`src/rtl/mrnaiso_seq.sv`:
```
// mrnaiso_seq: timed, channel-masked run sequencer for an mRNA isolation bank.
// Define MRNAISO_SEQ_FLUSH_EN to add the FLUSH phase and the flush port.
module mrnaiso_seq #(
   parameter int SIZE     = 7,
   parameter int PHASE_W  = 16,
   parameter int PUMP_DIV = 4
) (
   input  logic               clk,
   input  logic               rst_n,
   input  logic               start,
   input  logic               abort,
   input  logic [SIZE-1:0]    chan_mask,
   input  logic [PHASE_W-1:0] phase_len,
   input  logic [PHASE_W-1:0] mix_len,
   output logic               busy,
   output logic               done,
   output logic [2:0]         phase,
   output logic [SIZE-1:0]    cells_in_ctrl,
   output logic [SIZE-1:0]    cells_out_ctrl,
   output logic [SIZE-1:0]    beads_ctrl,
   output logic [SIZE-1:0]    lysis_in_ctrl,
   output logic [SIZE-1:0]    lysis_out_ctrl,
   output logic [SIZE-1:0]    pump1,
   output logic [SIZE-1:0]    pump2,
   output logic [SIZE-1:0]    pump3,
   output logic [SIZE-1:0]    sep_ctrl,
   output logic [SIZE-1:0]    sieve_ctrl,
   output logic [SIZE-1:0]    waste_ctrl,
   output logic [SIZE-1:0]    push_ctrl,
   output logic [SIZE-1:0]    collect_ctrl
`ifdef MRNAISO_SEQ_FLUSH_EN
   ,
   output logic [SIZE-1:0]    flush
`endif
);

   typedef enum logic [2:0] {
      IDLE    = 3'd0,
      LOAD    = 3'd1,
      LYSE    = 3'd2,
      MIX     = 3'd3,
      SEP     = 3'd4,
      COLLECT = 3'd5,
      FLUSH   = 3'd6
   } state_t;

   localparam logic [PHASE_W-1:0] DIV = PHASE_W'(PUMP_DIV);
   localparam logic [PHASE_W-1:0] ONE = PHASE_W'(1);

   state_t                     state_q, state_d;
   logic [PHASE_W-1:0]         cnt_q, cnt_d;
   logic [PHASE_W-1:0]         per_q, per_d;
   logic [1:0]                 step_q, step_d;
   logic [SIZE-1:0]            mask_q, mask_d;
   logic [PHASE_W-1:0]         len_q, len_d;
   logic [PHASE_W-1:0]         mix_q, mix_d;
   logic [12:0][SIZE-1:0]      vlv_q, vlv_d;
   logic                       busy_q, done_q, done_d;
   logic                       last;
`ifdef MRNAISO_SEQ_FLUSH_EN
   logic [SIZE-1:0]            flush_q, flush_d;
`endif

   assign last = (cnt_q == ONE);

   always_comb begin
      state_d = state_q;
      cnt_d   = cnt_q;
      per_d   = per_q;
      step_d  = step_q;
      mask_d  = mask_q;
      len_d   = len_q;
      mix_d   = mix_q;
      done_d  = 1'b0;
      case (state_q)
         IDLE: begin
            if (start && !abort && |chan_mask) begin
               state_d = LOAD;
               mask_d  = chan_mask;
               len_d   = (phase_len == '0) ? ONE : phase_len;
               mix_d   = mix_len;
               cnt_d   = len_d;
            end
         end
         LOAD: begin
            state_d = last ? LYSE : LOAD;
            cnt_d   = last ? len_q : cnt_q - ONE;
         end
         LYSE: begin
            if (last && mix_q != '0) begin
               state_d = MIX;
               cnt_d   = DIV;
               step_d  = 2'd0;
               per_d   = mix_q;
            end else begin
               state_d = last ? SEP : LYSE;
               cnt_d   = last ? len_q : cnt_q - ONE;
            end
         end
         MIX: begin
            // cnt paces one pump step; step walks pump1..pump3; per counts periods
            if (!last) cnt_d = cnt_q - ONE;
            else if (step_q != 2'd2) begin
               step_d = step_q + 2'd1;
               cnt_d  = DIV;
            end else if (per_q != ONE) begin
               step_d = 2'd0;
               per_d  = per_q - ONE;
               cnt_d  = DIV;
            end else begin
               state_d = SEP;
               cnt_d   = len_q;
            end
         end
         SEP: begin
            state_d = last ? COLLECT : SEP;
            cnt_d   = last ? len_q : cnt_q - ONE;
         end
         COLLECT: begin
`ifdef MRNAISO_SEQ_FLUSH_EN
            state_d = last ? FLUSH : COLLECT;
            cnt_d   = last ? len_q : cnt_q - ONE;
`else
            state_d = last ? IDLE : COLLECT;
            done_d  = last;
            cnt_d   = last ? cnt_q : cnt_q - ONE;
`endif
         end
`ifdef MRNAISO_SEQ_FLUSH_EN
         FLUSH: begin
            state_d = last ? IDLE : FLUSH;
            done_d  = last;
            cnt_d   = last ? cnt_q : cnt_q - ONE;
         end
`endif
         default: state_d = IDLE;
      endcase
      if (abort && state_q != IDLE) begin
         state_d = IDLE;
         done_d  = 1'b0;
      end
   end

   // Buses are decoded from the next state so they register on the same edge as phase
   always_comb begin
      vlv_d = '0;
`ifdef MRNAISO_SEQ_FLUSH_EN
      flush_d = '0;
`endif
      case (state_d)
         LOAD: begin
            vlv_d[0] = mask_d;
            vlv_d[1] = mask_d;
            vlv_d[2] = mask_d;
         end
         LYSE: begin
            vlv_d[3] = mask_d;
            vlv_d[4] = mask_d;
         end
         MIX: begin
            vlv_d[5] = (step_d == 2'd0) ? mask_d : '0;
            vlv_d[6] = (step_d == 2'd1) ? mask_d : '0;
            vlv_d[7] = (step_d == 2'd2) ? mask_d : '0;
         end
         SEP: begin
            vlv_d[8]  = mask_d;
            vlv_d[9]  = mask_d;
            vlv_d[10] = mask_d;
            vlv_d[11] = mask_d;
         end
         COLLECT: begin
            vlv_d[11] = mask_d;
            vlv_d[12] = mask_d;
         end
`ifdef MRNAISO_SEQ_FLUSH_EN
         FLUSH: begin
            vlv_d[10] = mask_d;
            flush_d   = mask_d;
         end
`endif
         default: vlv_d = '0;
      endcase
   end

   always_ff @(posedge clk) begin
      if (!rst_n) begin
         state_q <= IDLE;
         cnt_q   <= '0;
         per_q   <= '0;
         step_q  <= '0;
         mask_q  <= '0;
         len_q   <= '0;
         mix_q   <= '0;
         vlv_q   <= '0;
         busy_q  <= 1'b0;
         done_q  <= 1'b0;
`ifdef MRNAISO_SEQ_FLUSH_EN
         flush_q <= '0;
`endif
      end else begin
         state_q <= state_d;
         cnt_q   <= cnt_d;
         per_q   <= per_d;
         step_q  <= step_d;
         mask_q  <= mask_d;
         len_q   <= len_d;
         mix_q   <= mix_d;
         vlv_q   <= vlv_d;
         busy_q  <= (state_d != IDLE);
         done_q  <= done_d;
`ifdef MRNAISO_SEQ_FLUSH_EN
         flush_q <= flush_d;
`endif
      end
   end

   assign busy           = busy_q;
   assign done           = done_q;
   assign phase          = state_q;
   assign cells_in_ctrl  = vlv_q[0];
   assign cells_out_ctrl = vlv_q[1];
   assign beads_ctrl     = vlv_q[2];
   assign lysis_in_ctrl  = vlv_q[3];
   assign lysis_out_ctrl = vlv_q[4];
   assign pump1          = vlv_q[5];
   assign pump2          = vlv_q[6];
   assign pump3          = vlv_q[7];
   assign sep_ctrl       = vlv_q[8];
   assign sieve_ctrl     = vlv_q[9];
   assign waste_ctrl     = vlv_q[10];
   assign push_ctrl      = vlv_q[11];
   assign collect_ctrl   = vlv_q[12];
`ifdef MRNAISO_SEQ_FLUSH_EN
   assign flush          = flush_q;
`endif

endmodule

```
`config.mk`:
```
export PLATFORM = sky130hd
export DESIGN_NAME = mrnaiso_seq
export DESIGN_NICKNAME = d
export VERILOG_FILES = /design/src/rtl/mrnaiso_seq.sv
export SDC_FILE = /design/constraint.sdc
export NUM_CORES = 1
export LEC_CHECK = 0
export BUFFER_PORTS_ARGS = -buffer_cell sky130_fd_sc_hd__clkbuf_2
export CAP_MARGIN = 15
export CORE_UTILIZATION = 49
export CTS_CLUSTER_DIAMETER = 150
export DETAILED_ROUTE_END_ITERATION = 7
export HOLD_SLACK_MARGIN = 0.03
export PLACE_DENSITY = 0.76
export SLEW_MARGIN = 20
export SYNTH_ARGS = -nofsm -noshare
export SYNTH_HDL_FRONTEND = slang
export SYNTH_SLANG_ARGS = --single-unit
```
`constraint.sdc`:
```
create_clock -name clk -period 2.6 [get_ports clk]
set_input_delay 0.26 -clock clk [delete_from_list [all_inputs] [get_ports clk]]
set_output_delay 0.26 -clock clk [all_outputs]
set_load 0.01 [all_outputs]
```
=== Yosys cells after proc, flatten, opt, wreduce, memory -nomap -nowiden ===
Cells that the tools add are included.

* Bits in registers: 134
* Bits of input ports: 43
* Output and inout port bits: 96
* Word-level logic and storage cells: 103

* Add/sub/neg operators: 3
* Equality and inequality tests: 21
* Muxes and demuxes: 32
* Bitwise logic cells: 2
* Reduce and logical (&&, ||, !) cells: 28

{| class="wikitable"
|+ Operator list
! operator !! count
|-
| $mux 16 || 12
|-
| $pmux 16 s5 || 1
|-
| $pmux 16 s2 || 1
|-
| $sub 16x1->16 const B || 2
|-
| $mux 3 || 8
|-
| $pmux 3 s6 || 1
|-
| $eq 16x1->1 const B || 1
|-
| $logic_not 16->1 || 1
|-
| $ne 16x1->1 const B || 1
|-
| $reduce_bool 16->1 || 1
|-
| $mux 7 || 2
|-
| $ne 2x2->1 const B || 7
|-
| $eq 3x2->1 const B || 4
|-
| $eq 3x3->1 const B || 4
|-
| $reduce_and 2->1 || 6
|-
| $reduce_and 3->1 || 4
|-
| $mux 2 || 5
|-
| $reduce_or 7->1 || 1
|-
| $eq 3x1->1 const B || 2
|-
| $reduce_bool 3->1 || 2
|-
| $reduce_and 5->1 || 1
|-
| $reduce_bool 5->1 || 1
|-
| $logic_and 1x1->1 || 4
|-
| $pmux 2 s2 || 1
|-
| 11 further kinds || 13
|}

=== Logic depth before layout (Yosys ltp) ===
Gate-level depths: netlist of run 1.

* Word-level depth: 9
* Gate-level depth with buffers: 10

=== Least setup slack after synthesis of run 1 ===
No wires, ideal clock.

* Path kind: reg2reg
* From: register cnt_q[6]
* To: register busy_q (netlist: busy)
* Library setup time: 0.127 ns
* Data arrival time: 2.326 ns
* Data required time: 2.473 ns
* Setup slack: 0.146 ns
* Cell stages (with the launch flop): 10
* Period minus slack after synthesis: 2.454 ns
* Cell sequence: dfxtp_1 buf_6 or4_4 buf_6 nor4_4 a21oi_2 a41oi_1 or2_1 buf_2 or3b_1

* Longest elaborated chain between the ends: 6
* Elaborated cells between the ends (all ways): 11
* Classes of those cells: eq/ne: 1; mux: 8; reduce/logical: 2

{| class="wikitable"
|+ Ends and longest elaborated chain
! element !! RTL line !! text
|-
| start, declared || 51 || <nowiki>logic [PHASE_W-1:0] cnt_q, cnt_d;</nowiki>
|-
| start signal, assigned || 202 || <nowiki>cnt_q <= cnt_d;</nowiki>
|-
| $eq 16x1->1 * || 64 || <nowiki>assign last = (cnt_q == ONE);</nowiki>
|-
| $mux 3 / $logic_and 1x1->1 (equally long branches) || 96, 90 ||
|-
| $mux 3 || 90 || <nowiki>if (last && mix_q != '0) begin</nowiki>
|-
| $pmux 3 s6 * || 75 || <nowiki>case (state_q)</nowiki>
|-
| $mux 3 * || 138 || <nowiki>if (abort && state_q != IDLE) begin</nowiki>
|-
| $reduce_bool 3->1 * || 209 || <nowiki>busy_q <= (state_d != IDLE);</nowiki>
|-
| end signal, assigned || 209 ||
|-
| end, declared || 58 || <nowiki>logic busy_q, done_q, done_d;</nowiki>
|}

Mark *: on every way between the ends. The rest lies on a longest branch, timed or not.
A chain may end at the register's enable or synchronous reset.

=== Final worst setup path of run 1 ===
* From: register cnt_q[1]
* To: register busy_q (netlist: busy)

The elaborated chain is that of the path after synthesis.

==> run metrics, run 1 <==
status=complete, no violations; fillers=1086; post-route cell area=7890 sq um; Cell variety after synth=76; unrepaired setup endpoints after global routing=yes; largest net degree at the start of global routing=60; TritonCTS clock tree=built; Total Power=5530 uW; Finish-stage setup viols=0; worst min path class=input port to flop; htree depth=4; CTS buffer count=17; area grow syn2layout=25.5%; row cnt=41; sequential-to-total area share from yosys stat=42.6%; Pleak=0.00332 uW; clk root buf=clkbuf_16; synthesized instance count=757; layout cells sized above 1=29.7%; Avg Inst Size Synth=8.31 sq um; Yosys top cell by area=dfxtp_1; Synth Flop Type=dfxtp_1; total of max-cap violations=0; Crit Path Category=flop to flop; Final nets=937; die span in x=115 um; final wirelength=17800 um; Max VDD drop=0.415 mV; register area=2680 sq um; WL met3=1400 um; input/output buffers=138; most common cell after layout, fill and taps aside=clkbuf_2; HPWL Detailed=12600 um; final hold violations=0; mapped cell area=6290 sq um; first-pass GRT wire length=28700 um; Async SR Flop Fraction=0%; die height=115 um; Max Freq=385 MHz; number of synthesized register bits=134; WHS=40.1 ps; top routing layer used=met4; multi-input gate area in the final layout=3180 sq um; Vias/cell=5.76; CP Data Arrival Time=2910 ps; post-layout min period=2600 ps; met2 WL=8060 um; Detailed Routing Iterations Pass 1=7; CP Data Required Time=2920 ps; Slew headroom=57.5%; clock-pin slew on the worst setup and hold paths=60 ps; drt wl/cell=16.5 um; DIE AREA=13300 sq um; Synth top area share=42.6%; CTS sink count=134; Setup crit end kind=flop; Post-synth EDFFs=0; measured slew at the worst slew-check pin=638 ps; synth top area cells=dfxtp_1, nand2_1, nor2_1, a21oi_1, buf_4; M1 WL=7810 um; initial antenna violation count=0; setup ws final=4.56 ps; number of diodes=0; Synthesized Nets=804; Iter 0 DRT Violations=556; clk_skew=16.3 ps; Total Routing Usage GR=27.8%; crit start category=flop; vias in the first global route=5630; Power per Cell Area=701 nW/um^2; DP Area=7140 sq um; Routed Antenna Nets=0; post-place setup slack=11.3 ps; Ys Warns=0; DR vias=6187; CP max FO=8; DRC=0; GR Overflow Total=0; most frequent cells in the layout=clkbuf_2, dfxtp_1, nand2_1, nor2_1, a21oi_1; Clock Latency Late Sink=430 ps; Max clock buf depth=2; Placer Congestion=0.959; Top Ports=139; Starting Density=50.1%; Core ar.=12600 sq um; Final Max Slew Viols=0; Period Utilization, post-route=99.8%
[repair_timing]
item	CTS	global route
pin swaps	0	3
endpoints found under the setup margin	1	54
hold buffers	1	0
hold endpoints to repair	1	0
setup buffers	0	3
gates resized for setup	1	16
[stage by stage]
stage                     util, %  TNS (ps)  cells
after floorplan                 -         0    757
after global placement       56.8         0   1039
after detailed placement     56.8         0   1039
after CTS                    62.0         0   1072
after global routing         62.8      -801   1075
final                        62.8         0   1075
[per-layer routing]
metal  vias up  GRT usage [%]
met1      2860           36.3
met3        49           7.80
met2       308           42.9
met5         -              0
li1       2970              -
met4         0           12.4
[path summary, 6_finish.rpt]
kind / depth (start not counted) / startpoint / slack [ps] / to
worst max-delay path: 9 / cnt_q[1]$_SDFFE_PN0P_ / 5 / busy$_SDFF_PN0_
worst min-delay path: 3 / mix_len[14] / 40 / mix_q[14]$_SDFFE_PN0P_
worst max register to register: 9 / cnt_q[1]$_SDFFE_PN0P_ / 5 / busy$_SDFF_PN0_
worst min register to register: 2 / len_q[14]$_SDFFE_PN0P_ / 450 / len_q[14]$_SDFFE_PN0P_
[state kept, by name, indices dropped and copies added (netlist names)]
name	cells
beads_ctrl	7
busy	1
cnt_q	16
collect_ctrl	7
done	1
len_q	16
lysis_out_ctrl	7
mask_q	7
mix_q	16
per_q	16
phase	3
pump1	7
pump2	7
pump3	7
push_ctrl	7
step_q	2
waste_ctrl	7
[where the power goes]
part / switching [uW] / total, uW / internal [uW]
Combinational: 474 / 786 / 312
Clock: 977 / 2570 / 1590
Sequential: 61.5 / 2180 / 2120
Total: 1510 / 5530 / 4020
[worst max-delay path, cell delays in order (launching register included)]
cell and delay (ps):
dfxtp_1 320, inv_1 70, ha_1 180, or4b_4 500, nor4_4 320, buf_4 210
a21oi_4 110, a41oi_2 240, or2_4 190, or3b_1 340
[cell usage after synthesis, types with 6 or more instances]
master and instances:
o21ai_0 26, mux2i_1 7, dfxtp_1 134, nand2b_1 8
nand4_1 10, nand3_1 11, nand2_1 108, a21oi_1 59
nor4_1 23, nor3_1 31, buf_2 9, inv_1 11
o22ai_1 11, a31oi_1 11, buf_4 35, nor2_1 83
a22oi_1 7, xor2_1 6, clkbuf_1 32
[cell families (layout without fill, tap and decap cells)]
family | count (synthesis) | in the layout | synth area share [%]
xor+xnor | 6 | 6 | 0.835
simple gates | 331 | 331 | 26.9
flops | 134 | 134 | 42.6
compound gates | 179 | 179 | 19.1
mux | 9 | 9 | 1.47
fa+ha+maj | 4 | 4 | 0.795
buf+inv | 94 | 240 | 8.23
[cell type report]
type	instances	share of cell area, %
Inverter	13	0.618
Multi-Input combinational cell	529	40.3
Clock inverter	13	2.30
Clock buffer	19	5.74
Timing Repair Buffer	195	14.4
Tap cell	172	2.73
Sequential cell	134	34.0
Power figures use the tool's default switching activity.
==> run 2: changes to the inputs <==
Settings changed: CELL_PAD_IN_SITES_DETAIL_PLACEMENT set to 1, CELL_PAD_IN_SITES_GLOBAL_PLACEMENT set to 2, CORE_UTILIZATION 49 to 29, PLACE_DENSITY 0.76 to unset, PLACE_DENSITY_LB_ADDON set to 0.1.
==> run metrics, run 2 (synthesis gave the netlist of run 1 again) <==
initial antenna violation count=0 (unchanged); TritonCTS clock tree=built; Clock Latency Late Sink=430 ps (about the same); Detailed Routing Iterations Pass 1=4 (-3); GR Overflow Total=0 (unchanged); clk root buf=clkbuf_16; Max VDD drop=0.404 mV (-2.5%); Core Util, Final=39.3% (-24 points); Cell Int Power=3830 uW (-4.7%); clock-pin slew on the worst setup and hold paths=70 ps (about the same); DR vias=6190 (+0.048%); drt wl/cell=18.6 um (+13%); CP max FO=7 (-1); layout cells sized above 1=33.4% (+3.8 points); Psw=1640 uW (+8.6%); most frequent cells in the layout=clkbuf_2, dfxtp_1, nand2_1, buf_4, nor2_1; Power per Cell Area=659 nW/um^2 (-6.0%); CP bufs+invs=4 (+2); Iter 0 DRT Violations=295 (-47%); Slew headroom=58.4% (+0.92 points); area grow syn2layout=32.0%; die span in x=149 um (+29%); Max clock buf depth=2 (unchanged); Comb power frac=16.0% (+1.8 points); Starting Density=29.7% (-20 points); crit-path leading delay family=simple AND/OR/NAND/NOR gates; Setup crit end kind=flop; Max stage delay on crit path=490 ps (about the same); row cnt=53 (+29%); Final nets=970 (+3.5%); htree depth=4 (unchanged); CP Data Required Time=2930 ps (about the same); HPWL Detailed=16900 um (+34%); Seq pwr share=39.8% (+0.4 points); CTS sink count=134 (unchanged); Pleak=0.00343 uW (+3.5%); Hold-fix buffers, CTS=0 (-1); Most Frequent Cell on Critical Path=buf_4; worst min path class=input port to flop; fillers=2556 (+140%); Core ar.=21200 sq um (+68%); Vias/cell=5.11 (-11%); crit start category=flop; die height=149 um (+29%); Total Routing Usage GR=20.5% (-7.3 points); crit-path cells=inv_2 -> ha_2 -> or4b_4 -> nor4_4 -> buf_4 -> a21oi_2 -> buf_4 -> o21ai_1 -> buf_4 -> a21oi_1 -> a221oi_2; DIE AREA=22300 sq um (+68%); measured slew at the worst slew-check pin=623 ps (-14.7 ps); Crit Path Category=flop to flop; post-layout min period=2530 ps (-65.9 ps); Net Sw Frac=30.0% (+2.7 points); hold_sp=mix_len[0]; CTS buffer count=17 (unchanged); RR Startpoint=cnt_q[1]$_SDFFE_PN0P_; total of max-cap violations=0 (unchanged); number of diodes=0 (unchanged); post-place setup slack=-21.7 ps (-33.0 ps); most common cell after layout, fill and taps aside=clkbuf_2; final wirelength=22600 um (+27%); post-route insts no fill=1211 (+13%); Finish-stage setup viols=0 (unchanged); Routed Antenna Nets=0 (unchanged); setup ws final=70.5 ps (+65.9 ps); input/output buffers=138 (unchanged); final hold violations=0 (unchanged); largest net degree at the start of global routing=44 (-27%); CP Data Arrival Time=2860 ps (-50 ps); Inst Count DP=1170 (+13%); clk_skew=11.7 ps (-4.67 ps); Top Ports=139 (unchanged); vias in the first global route=6178 (+9.7%); Period Utilization, post-route=97.3% (-2.5 points); Placer Congestion=0.886 (-7.6%); first-pass GRT wire length=34800 um (+21%); clock group share of total power=44.2% (-2.2 points); DRC=0 (unchanged); Max Freq=395 MHz (+2.6%); CP startpoint=cnt_q[1]$_SDFFE_PN0P_; Final Max Slew Viols=0 (unchanged); status=complete, no violations; worst-path cell with the longest stage delay=or4b_4
run 2: changes by cell type in the layout (fill, tap and decap cells not counted), sizes merged, moves of 2 or more:
| cell | previous run | this run |
|---|---|---|
| clkinvlp | 1 | 3 |
| inv | 18 | 21 |
| clkbuf | 157 | 155 |
| buf | 56 | 90 |
| bufinv | 3 | 1 |
run 2: layer usage:
metal,GRT usage [%],share of wire [%]
met1,28.3,48
met2,33.0,47
met3,2.78,4.2
met4,6.33,0.46
met5,0,0
run 2: path summary, 6_finish.rpt:
| path | endpoint | slack (ps) | cells past startpoint |
|---|---|---|---|
| min | mix_q[0]$_SDFFE_PN0P_ | 50 | 3 |
| min reg2reg | len_q[4]$_SDFFE_PN0P_ | 460 | 2 |
| max reg2reg | cnt_q[9]$_SDFFE_PN0P_ | 70 | 11 |
| max | cnt_q[9]$_SDFFE_PN0P_ | 70 | 11 |
run 2: final cells by class:
cell class / instances / area [sq um] / share of cell area, %
Multi-Input combinational cell: 529 / 3250 / 39.2
Clock inverter: 15 / 156 / 1.88
Inverter: 13 / 48.8 / 0.588
Tap cell: 275 / 344 / 4.14
Clock buffer: 17 / 425 / 5.12
Timing Repair Buffer: 228 / 1400 / 16.8
Sequential cell: 134 / 2680 / 32.3
run 2: repair_timing:
item | 4_1_cts | 5_1_grt
endpoints found under the setup margin | 2 | 50
buffers inserted | 0 | 9
pin swaps | 0 | 6
gates resized for setup | 0 | 35
run 2: power groups by stage:
stage	sequential [uW]	clock, uW	combinational (uW)
detailed placement	2220	0	836
global placement	2220	0	827
CTS	2180	2480	843
global route	2190	2570	954
floorplan	2210	0	487
finish	2180	2420	874
run 2: per-stage QoR:
stage / area, sq um / hold slack [ps] / TNS, ps / total power [uW]
2_1_floorplan: 6290 / 336 / 0 / 2690
3_3_place_gp: 7490 / 443 / 0 / 3050
3_5_place_dp: 7490 / 449 / -21.7 / 3060
4_1_cts: 8070 / 39.2 / -49.9 / 5500
5_1_grt: 8310 / 56.9 / -44.6 / 5710
6_report: 8310 / 51.0 / 0 / 5470
run 2: worst register-to-register path, cell delays in order (launching register included):
cell      delay, ps
dfxtp_1         320
inv_2            60
ha_2            180
or4b_4          490
nor4_4          380
buf_4           170
a21oi_2          60
buf_4           180
o21ai_1         130
buf_4           150
a21oi_1          60
a221oi_2        270
==> run 3: changes to the inputs <==
Settings changed: CORE_MARGIN set to 1.5.
==> run metrics, run 3 (synthesis gave the netlist of run 1 again) <==
DRC=0 (unchanged); CTS sink count=134 (unchanged); Max stage delay on crit path=590 ps (+100 ps); Max Freq=395 MHz (about the same); TritonCTS clock tree=built; Max VDD drop=0.393 mV (-2.8%); Psw=1630 uW (-0.98%); Pleak=0.00341 uW (-0.65%); clock group share of total power=44.1% (about the same); CP Data Arrival Time=2860 ps (about the same); clock-pin slew on the worst setup and hold paths=70 ps (about the same); status=complete, no violations; post-layout min period=2530 ps (-1.06 ps); drt wl/cell=18.7 um (+0.50%); most common cell after layout, fill and taps aside=clkbuf_2; hold_sp=mix_len[6]; Clock Latency Late Sink=420 ps (about the same); DR vias=6176 (-0.23%); Total Routing Usage GR=20.5% (about the same); total of max-cap violations=0 (unchanged); clk_skew=12.5 ps (+0.788 ps); CP bufs+invs=1 (-3); CP Data Required Time=2930 ps (about the same); input/output buffers=138 (unchanged); unrepaired setup endpoints after global routing=yes; clk root buf=clkbuf_16; Routed Antenna Nets=0 (unchanged); Seq pwr share=39.9% (about the same); initial antenna violation count=0 (unchanged); Cell Int Power=3830 uW (about the same); final wirelength=22500 um (-0.33%); layout cells sized above 1=33.2% (-0.29 points); Top Ports=139 (unchanged); Hold-fix buffers, CTS=0 (unchanged); die height=150 um (+0.67%); Power per Cell Area=661 nW/um^2 (+0.29%); measured slew at the worst slew-check pin=461 ps (-162 ps); Iter 0 DRT Violations=287 (-2.7%); Core ar.=21200 sq um (unchanged); CP max FO=5 (-2); row cnt=53 (unchanged); Vias/cell=5.14 (+0.60%); number of diodes=0 (unchanged); Max clock buf depth=2 (unchanged); worst min path class=input port to flop; Setup crit end kind=flop; Slew headroom=69.2% (+11 points); Period Utilization, post-route=97.2% (about the same); CP startpoint=cnt_q[9]$_SDFFE_PN0P_; worst-path cell with the longest stage delay=or4_4; CTS buffer count=17 (unchanged); Crit Path Category=flop to flop; area grow syn2layout=31.2%; Net Sw Frac=29.8% (-0.21 points); fillers=2535 (-0.82%); WHS=52.6 ps (+1.60 ps); Final Max Slew Viols=0 (unchanged); first-pass GRT wire length=35200 um (+1.2%); die span in x=150 um (+0.67%); vias in the first global route=6242 (+1.0%); Detailed Routing Iterations Pass 1=5 (+1); crit-path leading delay family=simple AND/OR/NAND/NOR gates; Comb power frac=15.9% (about the same); Starting Density=29.7% (unchanged); final hold violations=0 (unchanged); HPWL Detailed=16800 um (-0.25%); crit-path cells=or4_4 -> or3_4 -> or2_2 -> a21oi_1 -> buf_4 -> a22oi_1 -> o22ai_1; crit start category=flop; setup TNS=0 ps (unchanged); Final nets=960 (-1.0%); Finish-stage setup viols=0 (unchanged); most frequent cells in the layout=clkbuf_2, dfxtp_1, nand2_1, nor2_1, buf_4; RR Startpoint=cnt_q[9]$_SDFFE_PN0P_; Placer Congestion=0.897 (+1.2%); DIE AREA=22600 sq um (+1.3%); largest net degree at the start of global routing=60 (+36%); GR Overflow Total=0 (unchanged); htree depth=4 (unchanged)
run 3: through the flow:
step / worst slack (ps) / power [uW] / cell area (sq um) / util (%) / instances
after floorplan: 146 / 2690 / 6290 / - / 757
after global routing: -8.86 / 5720 / 8260 / 39.0 / 1201
final: 71.5 / 5460 / 8260 / 39.0 / 1201
after CTS: 48.1 / 5500 / 8090 / 38.3 / 1199
after global placement: 86.6 / 3050 / 7490 / 35.4 / 1167
after detailed placement: -6.81 / 3060 / 7490 / 35.4 / 1167
run 3: layer usage:
| metal | wire length, um | vias to the layer above | share of wire (%) | track usage [%] |
|---|---|---|---|---|
| li1 | - | 3020 | - | - |
| met2 | 10600 | 154 | 47 | 33.9 |
| met5 | 0 | - | 0 | 0 |
| met4 | 343 | 0 | 1.5 | 6.67 |
| met3 | 799 | 21 | 3.6 | 2.94 |
| met1 | 10800 | 2981 | 48 | 27.5 |
run 3: final timing paths:
path                      endpoint  slack [ps]  depth (start not counted)
min          mix_q[6]$_SDFFE_PN0P_          50                          3
max reg2reg  cnt_q[6]$_SDFFE_PN0P_          70                          7
min reg2reg  len_q[9]$_SDFFE_PN0P_         460                          2
max          cnt_q[6]$_SDFFE_PN0P_          70                          7
run 3: power by group through the flow:
stage | Sequential, uW | Clock, uW | Combinational, uW
CTS | 2180 | 2470 | 849
global placement | 2220 | 0 | 833
detailed placement | 2220 | 0 | 841
floorplan | 2210 | 0 | 487
finish | 2180 | 2410 | 868
global route | 2190 | 2580 | 952
run 3: layout make-up:
class | count | area [sq um] | area share (%)
clock buffers | 17 | 425 | 5.15
clock inverters | 15 | 159 | 1.92
inverters | 13 | 48.8 | 0.591
multi-input cells | 529 | 3250 | 39.3
flip-flops and latches | 134 | 2680 | 32.5
well taps | 275 | 344 | 4.17
repair buffers | 218 | 1350 | 16.3
run 3: repair_timing:
action,in CTS,in global routing
pin swaps,0,4
setup endpoints to repair,4,68
gates cloned,0,0
setup buffers,0,2
resized for setup,2,34
run 3: worst min-delay path: stages:
cell      delay [ps]
clkbuf_2          80
nand2_1           40
a21oi_1           50
